`src/rtl/osc_bank.sv`:
```
// Time-multiplexed oscillator bank: one phase-accumulator datapath steps VOICES
// voices per sample tick, emitting serial per-voice samples and their sum.
module osc_bank #(
  parameter int VOICES   = 4,
  parameter int BITDEPTH = 14,
  parameter int ACCBITS  = 16,
  parameter int VW       = $clog2(VOICES),
  parameter int MIXBITS  = BITDEPTH + $clog2(VOICES)
) (
  input  logic               clk,
  input  logic               rst,
  input  logic               sample_tick,
  input  logic               cfg_we,
  input  logic [VW-1:0]      cfg_voice,
  input  logic [1:0]         cfg_addr,
  input  logic [15:0]        cfg_data,
  output logic               out_valid,
  output logic [VW-1:0]      out_voice,
  output logic [BITDEPTH-1:0] out_sample,
  output logic               mix_valid,
  output logic [MIXBITS-1:0] mix_out,
  output logic               busy,
  output logic               overrun
);

  typedef enum logic [1:0] {IDLE, RUN, FLUSH} state_t;

  state_t                state;
  logic [VW-1:0]         vidx;
  logic [MIXBITS-1:0]    acc;

  logic [ACCBITS-1:0]    sh_inc  [VOICES];
  logic [ACCBITS-1:0]    nx_inc  [VOICES];
  logic [ACCBITS-1:0]    act_inc [VOICES];
  logic [4:0]            sh_ctl  [VOICES];
  logic [4:0]            nx_ctl  [VOICES];
  logic [4:0]            act_ctl [VOICES];
  logic [7:0]            sh_pw   [VOICES];
  logic [7:0]            nx_pw   [VOICES];
  logic [7:0]            act_pw  [VOICES];
  logic [ACCBITS-1:0]    phase   [VOICES];
  logic [VOICES-1:0]     sub_q;
  logic [VOICES-1:0]     wrap_q;

  // Shadow set including this cycle's write, so a write coinciding with an
  // accepted tick lands in that frame.
  always_comb begin
    for (int unsigned i = 0; i < VOICES; i++) begin
      nx_inc[i] = sh_inc[i];
      nx_ctl[i] = sh_ctl[i];
      nx_pw[i]  = sh_pw[i];
    end
    if (cfg_we) begin
      case (cfg_addr)
        2'd0:    nx_inc[cfg_voice] = ACCBITS'(cfg_data);
        2'd1:    nx_ctl[cfg_voice] = cfg_data[4:0];
        2'd2:    nx_pw[cfg_voice]  = cfg_data[7:0];
        default: ;
      endcase
    end
  end

  always_ff @(posedge clk) begin
    if (!rst) begin
      for (int unsigned i = 0; i < VOICES; i++) begin
        sh_inc[i] <= '0;
        sh_ctl[i] <= '0;
        sh_pw[i]  <= 8'h80;
      end
    end else begin
      sh_inc <= nx_inc;
      sh_ctl <= nx_ctl;
      sh_pw  <= nx_pw;
    end
  end

  logic [VW-1:0]         pidx;
  logic [ACCBITS:0]      sum;
  logic [ACCBITS-1:0]    new_ph;
  logic                  new_wrap;
  logic                  new_sub;
  logic                  v_en;
  logic                  do_sync;
  logic [BITDEPTH-1:0]   p;
  logic [BITDEPTH-1:0]   tri_w;
  logic [BITDEPTH-1:0]   wave_v;
  logic [BITDEPTH-1:0]   smp;

  // Sync only counts when the previous voice is enabled, i.e. its wrap flag
  // was refreshed in this frame rather than held from an earlier one.
  always_comb begin
    pidx     = vidx - VW'(1);
    v_en     = act_ctl[vidx][3];
    sum      = {1'b0, phase[vidx]} + {1'b0, act_inc[vidx]};
    do_sync  = act_ctl[vidx][4] && (vidx != '0) && wrap_q[pidx] && act_ctl[pidx][3];
    new_ph   = do_sync ? '0 : sum[ACCBITS-1:0];
    new_wrap = do_sync | sum[ACCBITS];
    new_sub  = sub_q[vidx] ^ new_wrap;
    p        = new_ph[ACCBITS-1 -: BITDEPTH];
    tri_w    = p[BITDEPTH-1] ? ~{p[BITDEPTH-2:0], 1'b0} : {p[BITDEPTH-2:0], 1'b0};
    case (act_ctl[vidx][2:0])
      3'd0:    wave_v = p;
      3'd1:    wave_v = tri_w;
      3'd2:    wave_v = (p[BITDEPTH-1 -: 8] < act_pw[vidx]) ? '1 : '0;
      3'd3:    wave_v = new_sub ? '1 : '0;
      default: wave_v = '0;
    endcase
    smp = v_en ? wave_v : '0;
  end

  always_ff @(posedge clk) begin
    if (!rst) begin
      state      <= IDLE;
      vidx       <= '0;
      acc        <= '0;
      sub_q      <= '0;
      wrap_q     <= '0;
      out_valid  <= 1'b0;
      out_voice  <= '0;
      out_sample <= '0;
      mix_valid  <= 1'b0;
      mix_out    <= '0;
      busy       <= 1'b0;
      overrun    <= 1'b0;
      for (int unsigned i = 0; i < VOICES; i++) begin
        phase[i]   <= '0;
        act_inc[i] <= '0;
        act_ctl[i] <= '0;
        act_pw[i]  <= 8'h80;
      end
    end else begin
      out_valid <= 1'b0;
      mix_valid <= 1'b0;
      case (state)
        IDLE: begin
          busy <= 1'b0;
          if (sample_tick) begin
            if (busy) begin
              overrun <= 1'b1;
            end else begin
              busy    <= 1'b1;
              act_inc <= nx_inc;
              act_ctl <= nx_ctl;
              act_pw  <= nx_pw;
              acc     <= '0;
              vidx    <= '0;
              state   <= RUN;
            end
          end
        end
        RUN: begin
          if (sample_tick) overrun <= 1'b1;
          if (v_en) begin
            phase[vidx]  <= new_ph;
            sub_q[vidx]  <= new_sub;
            wrap_q[vidx] <= new_wrap;
          end
          out_valid  <= 1'b1;
          out_voice  <= vidx;
          out_sample <= smp;
          acc        <= acc + MIXBITS'(smp);
          if (vidx == VW'(VOICES - 1)) state <= FLUSH;
          else                         vidx  <= vidx + VW'(1);
        end
        FLUSH: begin
          if (sample_tick) overrun <= 1'b1;
          mix_valid <= 1'b1;
          mix_out   <= acc;
          state     <= IDLE;
        end
        default: state <= IDLE;
      endcase
    end
  end

endmodule

```
`config.mk`:
```
export PLATFORM = sky130hd
export DESIGN_NAME = osc_bank
export DESIGN_NICKNAME = d
export VERILOG_FILES = /design/src/rtl/osc_bank.sv
export SDC_FILE = /design/constraint.sdc
export NUM_CORES = 1
export LEC_CHECK = 0
export ABC_CLOCK_PERIOD_IN_PS = 8000
export CORE_MARGIN = 8
export CORE_UTILIZATION = 40
export CTS_CLUSTER_DIAMETER = 60
export DETAILED_ROUTE_END_ITERATION = 12
export GPL_TIMING_DRIVEN = 0
export PLACE_DENSITY = 0.66
export SKIP_CTS_REPAIR_TIMING = 1
export SYNTH_ARGS = -nofsm -noshare
export SYNTH_HDL_FRONTEND = slang
export SYNTH_SLANG_ARGS = --single-unit
```
`constraint.sdc`:
```
create_clock -name clk -period 8 [get_ports clk]
set_input_delay 1.6 -clock clk [delete_from_list [all_inputs] [get_ports clk]]
set_output_delay 1.6 -clock clk [all_outputs]
set_load 0.05 [all_outputs]
```
==> impl_summary.txt, run 1 <==
----------------------------------------------------
[Global route]
  Global-route wire length before repair ... 69.8 mm
  Via count of the first global-routing pass ... 12,185
  Initial antenna violation count ... 0
  Global route total overflow ... 0
  Overall routing resource usage ... 0.187
  Pin count of the biggest net entering global routing ... 17

[Layout]
  Post-route core utilization ... 0.472
  Most used cells in the layout excluding fill and tap cells ... sky130_fd_sc_hd__dfxtp_1, sky130_fd_sc_hd__nand2_1, sky130_fd_sc_hd__o22a_1
  Multi-input combinational cell area ... 7750 µm²
  Most frequent standard cell in the layout excluding fill and tap cells ... sky130_fd_sc_hd__dfxtp_1
  Share of post-route cells with drive strength above 1 ... 0.0978
  Layout net count ... 1,706
  Register Area ... 7890 µm²
  Synthesis-to-layout area growth ... 16.4%
  Cell area after layout ... 18,800 µm²
  Filler Cells Inserted ... 3,680
  Ant. Diodes ... 0
  Final non-filler cell total ... 2,191

[Detailed routing]
  Count of routing violations after the opening detailed-route iteration ... 906
  Detail-routed net length per standard cell ... 20.5 µm
  Drt drc ... 0
  Number of search-and-repair iterations in the first detailed-routing pass ... 6
  Overall routed net length ... 44.9 mm
  Total number of vias ... 12,216
  Post-detailed-route via-to-cell ratio ... 5.58
  ANT nets after route ... 0

[Clocking]
  Clock sinks ... 362
  Maximum number of buffers from clock root to sink ... 3
  Buffer cell driving the clock tree root ... sky130_fd_sc_hd__clkbuf_16
  TritonCTS clock tree ... done
  Clock latency on the worst-skew pair ... 540 ps
  H-tree lvl count ... 2
  TritonCTS buffer count ... 38
  Clock slew at the register clock pins of the worst setup and hold paths ... 60 ps

[Die]
  Count of standard-cell rows ... 73
  Boundary pin count ... 60
  Overall die area ... 47,000 µm²
  Height of the die ... 217 µm
  Horizontal die dimension ... 217 µm
  Total core area ... 39,700 µm²
  Initial core utilization ... 0.406

[Synthesis]
  FF+latch count, synth ... 362
  Share of synthesized registers carrying an async set or reset ... 0
  Unique masters post-synth ... 79
  Primary FF master, synth ... sky130_fd_sc_hd__dfxtp_1
  Post-Synthesis Net Count ... 1,608
  Yosys Warn Count ... 0
  Fraction of synthesized cell area taken by the top area cell type ... 0.370
  Largest cells by area after synthesis ... sky130_fd_sc_hd__dfxtp_1, sky130_fd_sc_hd__edfxtp_1, sky130_fd_sc_hd__mux4_2, sky130_fd_sc_hd__o22a_1, sky130_fd_sc_hd__mux2i_1
  Mean area per synthesized cell ... 10.5 µm²
  Number of enable flip-flop cells after synthesis ... 64
  Sequential-to-total area share from yosys stat ... 0.489
  Cells after Synth ... 1,538
  Synth area leader ... sky130_fd_sc_hd__dfxtp_1
  Mapped cell area ... 16,100 µm²

[STA]
  Max Transition Viols Final ... 0
  Final number of setup-violating endpoints ... 0
  Final Skew ... 16.8 ps
  Remaining max-slew budget at the tightest pin ... 0.235
  Number of endpoints with negative hold slack in the final report ... 0
  Fraction of the cycle the final worst path needs ... 0.945
  Highest achievable clock rate ... 132 MHz
  Setup repair after global routing missed its margin ... false
  Actual slew at the worst max-slew pin ... 1140 ps
  Time the final worst path needs with I/O delays and setup ... 7560 ps
  Worst Setup Slack, final ... 440 ps
  Sum of negative setup slack ... 0 ps

[Worst setup path]
  Setup slack, reg-to-reg ... 440 ps
  Worst Setup End Kind ... flip-flop
  Classification of the worst setup path ... flip-flop to flip-flop
  Arrival time worst endpoint ... 7980 ps
  Cell family with most CP delay ... compound AO/OA/AOI/OAI gates
  Buffering stage count on the worst path with inverters included ... 6
  Critical-path top delay cell ... sky130_fd_sc_hd__mux4_2
  Delay of the slowest cell on the worst path ... 450 ps
  Crit start category ... flip-flop
  CP Data Required Time ... 8420 ps
  Maximum fanout encountered on the critical timing path ... 10

[Place]
  Placement Setup Slack ... -1320 ps
  Number of port buffers ... 56
  Cell total after placement ... 2,121
  Cell area reported after detailed placement ... 17,400 µm²
  Post-detailed-placement half-perimeter wirelength ... 32.5 mm
  Last weighted congestion value of the routability-driven placer ... 0.887

[Power and ir drop]
  Switching power total ... 0.00123 W
  Switching portion of total power ... 0.273
  Power density of the placed cells ... 240 nW/µm²
  Comb pwr share ... 0.156
  Static leakage ... 7.42 nW
  Seq pwr share ... 0.441
  Relative contribution of the clock network to total power ... 0.403
  Internal power ... 0.00327 W
  Maximum vdd ir drop ... 139 µV

[Min path]
  Kind of path behind the tightest hold check ... flip-flop to flip-flop

[Outcome]
  Run status ... finished, final reports clean

[Job]
  Total of max-cap violations ... 0

----------------------------------------------------
registers in the layout, indices dropped and copies added, names as in the netlist, named ones only:
name / count
busy: 1
sub_q: 4
vidx: 2
wrap_q: 4
act_ctl: 20
out_valid: 1
act_inc: 64
mix_out: 16
sh_ctl: 20
out_voice: 2
state: 2
sh_inc: 64
mix_valid: 1
phase: 64
sh_pw: 32
out_sample: 14
acc: 16
act_pw: 32
overrun: 1
worst min-delay path, stage by stage (launching register included):
cell and delay [ps]:
sky130_fd_sc_hd__dfxtp_1 300, sky130_fd_sc_hd__nand2_1 40, sky130_fd_sc_hd__a21boi_1 60
stage by stage:
stage          hold WS (ps)  total power (W)
2_1_floorplan           436          0.00248
3_3_place_gp            443          0.00268
3_5_place_dp            448          0.00270
4_1_cts                 457          0.00450
5_1_grt                 476          0.00466
6_report                457          0.00450
synthesized netlist by cell type (4+ instances only):
cell type,count
sky130_fd_sc_hd__nand3_1,21
sky130_fd_sc_hd__ha_1,44
sky130_fd_sc_hd__o21a_1,7
sky130_fd_sc_hd__a21boi_1,23
sky130_fd_sc_hd__a211oi_1,6
sky130_fd_sc_hd__o22a_1,113
sky130_fd_sc_hd__a21o_1,12
sky130_fd_sc_hd__dfxtp_1,298
sky130_fd_sc_hd__a21oi_1,45
sky130_fd_sc_hd__o21ai_0,15
sky130_fd_sc_hd__a21boi_0,46
sky130_fd_sc_hd__nor3b_1,8
sky130_fd_sc_hd__o211ai_1,13
sky130_fd_sc_hd__or3_1,10
sky130_fd_sc_hd__xor2_1,13
sky130_fd_sc_hd__o22ai_1,5
sky130_fd_sc_hd__nor2_1,93
sky130_fd_sc_hd__buf_1,9
sky130_fd_sc_hd__edfxtp_1,64
sky130_fd_sc_hd__nor3_1,16
sky130_fd_sc_hd__and3_1,5
sky130_fd_sc_hd__clkbuf_1,86
sky130_fd_sc_hd__mux4_2,45
sky130_fd_sc_hd__mux2i_1,78
sky130_fd_sc_hd__a31oi_1,6
sky130_fd_sc_hd__nand2b_1,13
sky130_fd_sc_hd__nor2b_1,85
sky130_fd_sc_hd__o21ai_1,9
sky130_fd_sc_hd__and2_1,10
sky130_fd_sc_hd__inv_1,33
sky130_fd_sc_hd__a222oi_1,5
sky130_fd_sc_hd__nand2_1,198
sky130_fd_sc_hd__a22o_1,4
sky130_fd_sc_hd__nand3b_1,4
sky130_fd_sc_hd__a22oi_1,14
sky130_fd_sc_hd__xnor2_1,18
power groups by stage:
stage                     clock (W)  combinational [W]  sequential, W
after global placement            0           0.000665        0.00202
after floorplan                   0           0.000466        0.00201
after CTS                   0.00184           0.000683        0.00198
after detailed placement          0           0.000679        0.00202
final                       0.00182           0.000703        0.00198
after global routing        0.00191           0.000760        0.00199
final timing paths:
check / to / cells after the start / from
setup / recovery: acc[14]$_SDFFE_PN0P_ / 32 / vidx[0]$_SDFFE_PN0P_
hold / removal: sh_inc[56]$_SDFF_PN0_ / 2 / sh_inc[56]$_SDFF_PN0_
setup reg to reg: acc[14]$_SDFFE_PN0P_ / 32 / vidx[0]$_SDFFE_PN0P_
hold reg to reg: sh_inc[56]$_SDFF_PN0_ / 2 / sh_inc[56]$_SDFF_PN0_
area by class of cell:
type                       count  area share
sequential                   362       0.420
timing repair buffer          59      0.0319
multi-input combinational   1037       0.413
clock buffer                  53      0.0585
tap                          525      0.0350
buffer                       103      0.0246
inverter                      35     0.00700
clock inverter                17     0.00993
logic make-up (layout without fill, tap and decap cells):
kind of cell / after synthesis / after routing / synth area share
AO/OA/AOI/OAI: 353 / 353 / 0.168
adder cells (fa/ha/maj): 46 / 46 / 0.0366
multiplexers: 124 / 124 / 0.112
XOR/XNOR: 32 / 32 / 0.0179
buffers and inverters: 139 / 267 / 0.0350
AND/OR/NAND/NOR: 482 / 482 / 0.142
flip-flops: 362 / 362 / 0.489
metal layers:
layer	track usage	share of wire	vias up
met5	0	0	-
met4	0.0703	0.035	0
met3	0.0304	0.055	98
met2	0.311	0.47	349
met1	0.244	0.44	6009
li1	-	-	5760
Note: power is estimated with default switching activity, not from simulation.
==> run 2: changes to the inputs <==
- CTS_BUF_LIST: unset -> sky130_fd_sc_hd__clkbuf_8
- MAX_ROUTING_LAYER: unset -> met4
==> run 2 against run 1 <==
Against the previous run:
- clock skew increased by 25 ps
- fmax decreased by 1.5%
- global-route usage is 0.51 points higher
- critical path depth is 2 lower
- worst setup slack worse by 110 ps
- clock power is 14% lower
- combinational power is essentially flat
- hold slack lost 2.3 ps
- final area is 0.82% lower
- die area unchanged
==> impl_summary.txt, run 2 (synthesis results as in run 1) <==
----------------------------------------------------
[Outcome]
  Run status ... finished, final reports clean

[Worst setup path]
  Arrival time worst endpoint ... 8170 ps (+190 ps)
  Maximum fanout encountered on the critical timing path ... 10 (unchanged)
  CP Data Required Time ... 8500 ps (+80 ps)
  Setup slack, reg-to-reg ... 330 ps (-110 ps)
  Crit start category ... flip-flop
  Worst Reg-to-Reg Cells ... 30 (-6.3%)
  Origin of the critical flop-to-flop path ... vidx[0]$_SDFFE_PN0P_
  Worst Setup End Kind ... flip-flop
  Cell family with most CP delay ... compound AO/OA/AOI/OAI gates
  Delay of the slowest cell on the worst path ... 500 ps (+50 ps)
  Classification of the worst setup path ... flip-flop to flip-flop
  Critical R2R Capture ... acc[15]$_SDFFE_PN0P_
  Buffering stage count on the worst path with inverters included ... 4 (-2)
  Critical-path top delay cell ... sky130_fd_sc_hd__a2111oi_2

[STA]
  Remaining max-slew budget at the tightest pin ... 0.232 (-0.00262)
  Highest achievable clock rate ... 130 MHz (-1.5%)
  Time the final worst path needs with I/O delays and setup ... 7670 ps (+111 ps)
  Actual slew at the worst max-slew pin ... 1150 ps (+3.92 ps)
  Max Transition Viols Final ... 0 (unchanged)
  Number of endpoints with negative hold slack in the final report ... 0 (unchanged)
  Final number of setup-violating endpoints ... 0 (unchanged)
  Fraction of the cycle the final worst path needs ... 0.959 (+0.0139)
  Final Skew ... 41.4 ps (+24.6 ps)

[Clocking]
  Maximum number of buffers from clock root to sink ... 3 (unchanged)
  TritonCTS buffer count ... 57 (+50%)
  H-tree lvl count ... 2 (unchanged)
  Buffer cell driving the clock tree root ... sky130_fd_sc_hd__clkbuf_8
  TritonCTS clock tree ... done
  Clock sinks ... 362 (unchanged)
  Clock latency on the worst-skew pair ... 640 ps (+100 ps)
  Clock slew at the register clock pins of the worst setup and hold paths ... 60 ps (about the same)

[Layout]
  Share of post-route cells with drive strength above 1 ... 0.107 (+0.00882)
  Biggest regs ... act_inc x64, phase x64, sh_inc x64
  Synthesis-to-layout area growth ... 15.5%
  Most used cells in the layout excluding fill and tap cells ... sky130_fd_sc_hd__dfxtp_1, sky130_fd_sc_hd__nand2_1, sky130_fd_sc_hd__o22a_1
  Layout net count ... 1,725 (+1.1%)
  Most frequent standard cell in the layout excluding fill and tap cells ... sky130_fd_sc_hd__dfxtp_1
  Cell area after layout ... 18,600 µm² (-0.82%)
  Filler Cells Inserted ... 3,676 (-0.11%)
  Ant. Diodes ... 0 (unchanged)

[Detailed routing]
  Drt drc ... 0 (unchanged)
  Count of routing violations after the opening detailed-route iteration ... 876 (-3.3%)
  Detail-routed net length per standard cell ... 20.3 µm (-1.1%)
  Overall routed net length ... 45.0 mm (+0.33%)
  Number of search-and-repair iterations in the first detailed-routing pass ... 5 (-1)
  Post-detailed-route via-to-cell ratio ... 5.49 (-1.6%)
  Total number of vias ... 12,189 (-0.22%)
  ANT nets after route ... 0 (unchanged)

[Global route]
  Global route total overflow ... 0 (unchanged)
  Pin count of the biggest net entering global routing ... 17 (unchanged)
  Overall routing resource usage ... 0.192 (+0.00506)
  Via count of the first global-routing pass ... 12,336 (+1.2%)
  Initial antenna violation count ... 0 (unchanged)
  Global-route wire length before repair ... 69.8 mm (about the same)

[Min path]
  Kind of path behind the tightest hold check ... flip-flop to flip-flop
  Worst Min Path Start ... sh_inc[57]$_SDFF_PN0_
  Capture endpoint of the worst hold path ... sh_inc[57]$_SDFF_PN0_
  WHS Path Cells ... 2 (unchanged)

[Die]
  Height of the die ... 217 µm (unchanged)
  Initial core utilization ... 0.406 (unchanged)
  Overall die area ... 47,000 µm² (unchanged)
  Count of standard-cell rows ... 73 (unchanged)
  Total core area ... 39,700 µm² (unchanged)
  Boundary pin count ... 60 (unchanged)
  Horizontal die dimension ... 217 µm (unchanged)

[Power and ir drop]
  Maximum vdd ir drop ... 132 µV (-5.6%)
  Static leakage ... 7.46 nW (+0.47%)
  Power density of the placed cells ... 228 nW/µm² (-5.0%)
  Total power after layout ... 0.00424 W (-5.8%)

[Place]
  Cell area reported after detailed placement ... 17,400 µm² (unchanged)
  Last weighted congestion value of the routability-driven placer ... 0.907 (+2.3%)
  Number of port buffers ... 56 (unchanged)
  Post-detailed-placement half-perimeter wirelength ... 32.5 mm (about the same)

[Job]
  Total of max-cap violations ... 0 (unchanged)

----------------------------------------------------
==> run 2: changes by cell type in the layout (fill, tap and decap cells not counted), sizes merged <==
| cell | previous run | this run |
|---|---|---|
| clkinvlp | 0 | 2 |
| clkinv | 13 | 5 |
| inv | 36 | 58 |
| clkbuf | 138 | 153 |
| buf | 20 | 22 |
| bufinv | 3 | 1 |
==> run 2: worst max path at each step <==
stage / from / to / slack [ps] / cells after the start
6_report: vidx[0]$_SDFFE_PN0P_ / acc[15]$_SDFFE_PN0P_ / 330 / 30
5_1_grt: vidx[0]$_SDFFE_PN0P_ / acc[15]$_SDFFE_PN0P_ / -50 / 32
4_1_cts: vidx[0]$_SDFFE_PN0P_ / acc[15]$_SDFFE_PN0P_ / -1230 / 30
3_5_place_dp: vidx[0]$_SDFFE_PN0P_ / acc[15]$_SDFFE_PN0P_ / -1170 / 30
3_3_place_gp: vidx[0]$_SDFFE_PN0P_ / acc[15]$_SDFFE_PN0P_ / -1190 / 30
2_1_floorplan: vidx[0]$_SDFFE_PN0P_ / acc[15]$_SDFFE_PN0P_ / 790 / 29
==> run 2: where the power goes <==
part           total [W]  leakage (nW)  internal, W  switching, W
Combinational   0.000701          3.71     0.000267      0.000433
Clock            0.00156         0.664     0.000823      0.000733
Sequential       0.00199          3.08      0.00194     0.0000458
==> run 2: through the flow <==
stage	TNS, ps	worst slack, ps	instances	hold WS (ps)	util
after floorplan	0	789	1538	436	-
after global routing	-47.3	-46.3	2222	476	0.469
after global placement	-8210	-1190	2119	443	0.436
after detailed placement	-8350	-1170	2121	451	0.437
after CTS	-9170	-1230	2222	459	0.466
final	0	329	2222	455	0.469
==> run 2: routing by layer <==
layer,track usage,part of all wire
met1,0.240,0.43
met2,0.310,0.47
met5,-,0
met4,0.0746,0.039
met3,0.0340,0.061
==> run 2: area by class of cell <==
class | count | area [µm²] | share of cell area
repair buffers | 59 | 598 | 0.0321
flip-flops and latches | 362 | 7890 | 0.424
plain buffers | 103 | 453 | 0.0243
inverters | 35 | 131 | 0.00706
multi-input cells | 1037 | 7750 | 0.416
clock inverters | 31 | 175 | 0.00941
clock buffers | 70 | 963 | 0.0518
well taps | 525 | 657 | 0.0353
==> run 2: worst register-to-register path: cells and delay by family (launching register included) <==
family	cells	cell delay, ps
compound gates	18	4270
simple gates	3	420
mux	1	380
fa+ha+maj	3	890
flops	1	420
xor+xnor	1	350
buf+inv	4	850
